`src/rtl/register_file.sv`:
```
// register_file: DEPTH x WIDTH register file with two combinational read
// ports and one synchronous write port. Entry 0 is hardwired to zero and
// addresses at or beyond DEPTH read as zero and ignore writes.
module register_file #(
  parameter int unsigned WIDTH = 32,
  parameter int unsigned DEPTH = 32,
  localparam int unsigned AW = $clog2(DEPTH)
) (
  input  logic             Clk,
  input  logic             Rst,
  input  logic [AW-1:0]    A1,
  input  logic [AW-1:0]    A2,
  input  logic [AW-1:0]    A3,
  input  logic             WE3,
  input  logic [WIDTH-1:0] WD3,
  output logic [WIDTH-1:0] RD1,
  output logic [WIDTH-1:0] RD2
);

  // Entry 0 is never stored; reads of it fall through to the zero default.
  logic [WIDTH-1:0] mem [1:DEPTH-1];

  // One flop row per entry; exact address decode makes A3=0 and A3>=DEPTH
  // match no row, so those writes drop without extra range logic.
  for (genvar g = 1; g < DEPTH; g++) begin : g_entry
    always_ff @(posedge Clk or posedge Rst) begin
      if (Rst) begin
        mem[g] <= '0;
      end else if (WE3 && (A3 == AW'(g))) begin
        mem[g] <= WD3;
      end
    end
  end

  // Read muxes: zero unless the address decodes to a stored entry.
  always_comb begin
    RD1 = '0;
    RD2 = '0;
    for (int i = 1; i < DEPTH; i++) begin
      if (A1 == AW'(i)) RD1 = mem[i];
      if (A2 == AW'(i)) RD2 = mem[i];
    end
  end

endmodule

```
`config.mk`:
```
export PLATFORM = sky130hd
export DESIGN_NAME = register_file
export DESIGN_NICKNAME = d
export VERILOG_FILES = /design/src/rtl/register_file.sv
export SDC_FILE = /design/constraint.sdc
export NUM_CORES = 2
export LEC_CHECK = 0
export ABC_AREA = 1
export BUFFER_PORTS_ARGS = -buffer_cell sky130_fd_sc_hd__clkbuf_2
export CAP_MARGIN = 30
export CORE_AREA = 8 8 346 348
export DETAILED_ROUTE_END_ITERATION = 6
export DIE_AREA = 0 0 354 356
export PLACE_DENSITY_LB_ADDON = 0.3
export SLEW_MARGIN = 40
export SYNTH_ARGS = -nofsm -noshare
export SYNTH_HDL_FRONTEND = slang
export SYNTH_SLANG_ARGS = --single-unit
```
`constraint.sdc`:
```
create_clock -name Clk -period 43.6 [get_ports Clk]
set_input_delay 8.72 -clock Clk [delete_from_list [all_inputs] [get_ports Clk]]
set_output_delay 8.72 -clock Clk [all_outputs]
set_load 0.03 [all_outputs]
```
==> Word level (Yosys, flattened, before mapping) <==
Index checks and enable logic that the tools add are counted.
{ "totals": {"output_inout_bits": 64, "wordCells": 217, "input_bits": 50, "reg_bits": 992} }
{ "op_classes": {"mux": 62, "n_eq_ne": 93, "n_reduce_logical": 31} }
{ "ops": {"columns": ["cell", "n"], "rows": [
  ["32-bit two-way mux", 62],
  ["5-bit == test, second input constant", 48],
  ["5-bit by 4-bit == test with 1-bit output, second input constant", 24],
  ["5-bit by 3-bit == test with 1-bit output, second input constant", 12],
  ["1-bit logical AND", 31],
  ["5-bit by 2-bit == test with 1-bit output, second input constant", 6],
  ["5-bit by 1-bit == test with 1-bit output, second input constant", 3]
]} }

==> Depth between registers and ports, before layout <==
{ "logic_depth": {"depth_word": 32, "mapped_depth": 24, "depth_no_buf": 24} }

==> Worst setup path after synthesis <==
Ideal clock, no wire load.
{ "synth_timing": {"path_kind": "input to output", "start": "input port A1[4]", "end": "output port RD1[15]", "setup_slack_ps": 24222, "path_buffers": 3, "stages": 18, "required_ps": 34880, "arrival_ps": 10658, "cell_sequence": "buf_6 inv_4 buf_6 nand3_2 buf_1 nor2_1 nor2_1 nand4_1 nor2_1 nand4_1 nor2_1 nand4_1 nor2_1 nand4_1 nor2_1 nand4_1 nor2_1 nand4_1"} }
{ "synth_between": {"elab_chain_cells": 32, "word_cells_on_any_way": 62, "classes_between": "eq/ne: 31; mux: 31"} }
{ "synth_lines": {"columns": ["item", "line_no", "rtl"], "rows": [
  ["start: declaration", "11", "input logic [AW-1:0] A1,"],
  ["5-bit by 1-bit == test with 1-bit output", "40", "if (A1 == AW'(i)) RD1 = mem[i];"],
  ["32-bit two-way mux (30 in a row)", "40", null],
  ["32-bit two-way mux (*)", "40", null],
  ["end: declaration", "16", "output logic [WIDTH-1:0] RD1,"]
]} }
Mark *: on every way between the ends. The rest lies on a longest branch, timed or not.

==> Final worst setup path <==
{ "layout_timing": {"start": "input port A1[4]", "end": "output port RD1[26]"} }
The elaborated chain is that of the path after synthesis.

==> impl_results.md <==
* Setup TNS at 0 ns
* Clock power frac at 0.374
* Antenna violations before repair at 2
* Unique masters post-synth at 30
* IR drop worst, VDD at 0.03495 mV
* Post-Syn Instances at 7108
* Largest family of logic cells by synthesized area: simple AND/OR/NAND/NOR gates
* Core Area at 113900 um2
* FF+latch area at 24820 um2
* Drt pass-1 iters at 7
* NetSw at 0.7768 mW
* Max reg flops at 992
* Fmax at 45.85 MHz
* Placed cell areas at 52590 um2
* H-tree depth at 3
* Simple-gate area share of the yosys netlist at 0.3342
* Fraction of the yosys area taken by sequential cells at 0.4864
* TritonCTS clock tree: built
* Xor and xnor area share after synthesis at 0
* DRT Wirelength at 170700 um
* Unrepaired setup endpoints after global routing: no
* GRT overflow at 0
* Final hold vios at 0
* Max Cap Violations at 0
* Fill cells at 11.14k
* Top flop regs: mem (992)
* Area of the multi-input gates at 22690 um2
* DR top layer: met4
* Max-slew violations at 0
* Placer Congestion at 0.9048
* Most common cell after layout, fill and taps aside: nand2_1
* Final worst path period need at 21.81 ns
* Area growth syn-to-layout at 10.28%
* First DRT Iteration DRCs at 5462
* Final Cell Area at 56290 um2
* FP Rows at 124
* Critical path launch point type: primary input
* Largest net degree at the start of global routing at 115
* Comb power frac at 0.146
* Synthesis Warnings at 0
* Synthesized area at 51040 um2
* IO Pins at 114
* Die ar. at 126000 um2
* Area leader, netlist: dfrtp_1
* Top cell type's share of synthesized area at 0.4864
* Skew final at 0 ns
* CP max stage cell: clkinv_1
* Syn avg cell area at 7.181 um2
* Area contributors post-synth: dfrtp_1 (49%), nand2_1 (19%), o21ai_0 (10%)
* Layout cell share with drive strength beyond 1 at 0.07891
* Final period utilization at 0.5002
* WP data required at 34.88 ns
* Crit-path cells: clkbuf_2 > inv_4 > buf_4 > nand3_2 > clkinv_1 > nand2_1 > nand3_1 > nor2_1 > nand3_1 > nand2_1 > nand3_1 > nand2_1 > nand4_1 > nor2_1 > nand4_1 > nor2_1 > nand4_1 > nor2_1 > nand4_1 > clkbuf_2
* Chip Width at 354 um
* Initial core utilization at 0.4482
* First-pass GRT wire length at 265800 um
* DP HPWL at 111900 um
* Worst EP arrival at 13.09 ns
* Met1 wire length at 72340 um
* Failing checks: design-rule violations
* CP peak stage delay at 0.84 ns
* Status: finished, violations left
* Worst Setup End Kind: output pin
* Avg WL per Cell at 20.00 um
* P_leak at 25.57 nW
* Chip height at 356 um
* WS Path Type: in -> out
* Synthesized Nets at 7158
* DR WL met2 at 75910 um
* Final setup vio count at 0
* CTS buffer count at 107
* Int Pwr at 1.777 mW
* Setup bufs post-CTS at 0
* Worst hold path class: reg -> reg
* Multiplexer share of the synthesized area at 0
* Nets@finish at 6986
* Slew at the pin closest to its max-slew limit at 0.8798 ns
* Final ANT Viol Nets at 0
* CTS Hold Bufs at 0
* Post-route DRC violation count at 4
* IO Port Bufs at 113
* Critical Path Fanout Max at 56
* Vias in the first global route at 45.87k
* Yosys reg bits at 992
* Commonest non-fill, non-tap cells in the layout: nand2_1 (2523), o21ai_0 (1021), dfrtp_1 (992), nor2_1 (747), nand4_1 (540)
* Reg clk slew, reported paths at 0.06 ns
* Routed wl met3 at 15900 um
* Synth Area in Compound Gates at 0.1057
* Routed vias at 48.28k
* Power Total at 2.554 mW
* Sequential power share at 0.479
* Post-CTS Resized at 0
* CTS Sinks at 992
* Cell Pwr Density at 45.37 nW/um2
* Adder-cell share of the synthesized area at 0
* Relative slew slack at 0.4126
* GR Util All Layers at 0.2625
* Worst skew pair latency at 0.70 ns
* Switching Share at 0.3042
* Vias per cell at 5.657
* Largest reg by FF count: mem
* Clk buf depth at 3
* Clk root buf: clkbuf_16
[metrics by stage]
step	hold slack, ns	util	std cells	setup slack, ns
global placement	0.4653	0.4606	8337	21.95
floorplan	0.4530	-	7108	6.971
global route	0.5009	0.4942	8533	21.59
finish	0.4820	0.4943	8534	21.79
detailed placement	0.4724	0.4618	8339	21.88
CTS	0.4864	0.4940	8533	21.88
[power groups by stage]
stage	sequential [mW]	combinational (mW)	clock (mW)
after floorplan	1.20	0.266	0
after global placement	1.23	0.359	0
after detailed placement	1.23	0.373	0
after CTS	1.22	0.374	0.966
final	1.22	0.373	0.956
after global routing	1.25	0.426	1.00
[critical path: cells and delay by family]
family,cells,cell delay [ns]
simple gates,15,2.40
buf+inv,5,1.93
[final timing paths]
path                       depth (start not counted)       end      from  slack [ns]
min                                                2  mem[490]  mem[490]        0.48
min in group asynchronous                          2  mem[680]       Rst        8.11
min reg2reg                                        2  mem[490]  mem[490]        0.48
max reg2reg                                        2  mem[520]  mem[520]       42.84
max in group asynchronous                          6  mem[288]       Rst       32.30
max                                               20   RD1[26]     A1[4]       21.79
[final cells by class]
| cell class | count | area share |
|---|---|---|
| antenna | 1 | 0.00004446 |
| multi-input combinational | 5148 | 0.4031 |
| sequential | 992 | 0.4410 |
| clock buffer | 158 | 0.05524 |
| clock inverter | 36 | 0.01000 |
| timing repair buffer | 213 | 0.02505 |
| inverter | 474 | 0.03194 |
| tap | 1512 | 0.03361 |
[synth_stat cells, drive strengths merged]
cell / number
nand2: 2555
o21ai: 1021
dfrtp: 992
nor2: 779
nand4: 540
inv: 469
clkbuf: 423
nand3: 109
buf: 71
or2: 63
a21oi: 57
nor3: 19
clkinv: 5
nor3b: 4
nor4: 1
[per-layer routing]
layer,up-vias,GRT usage
met3,460,0.04308
met2,2317,0.4065
li1,22530,-
met1,22970,0.3689
met4,0,0.1021
met5,-,0
[cells by family after synthesis]
family,count (synthesis)
flops,992
buf+inv,968
simple gates,4070
compound gates,1078
No activity file was read; power rests on OpenSTA's default activity.
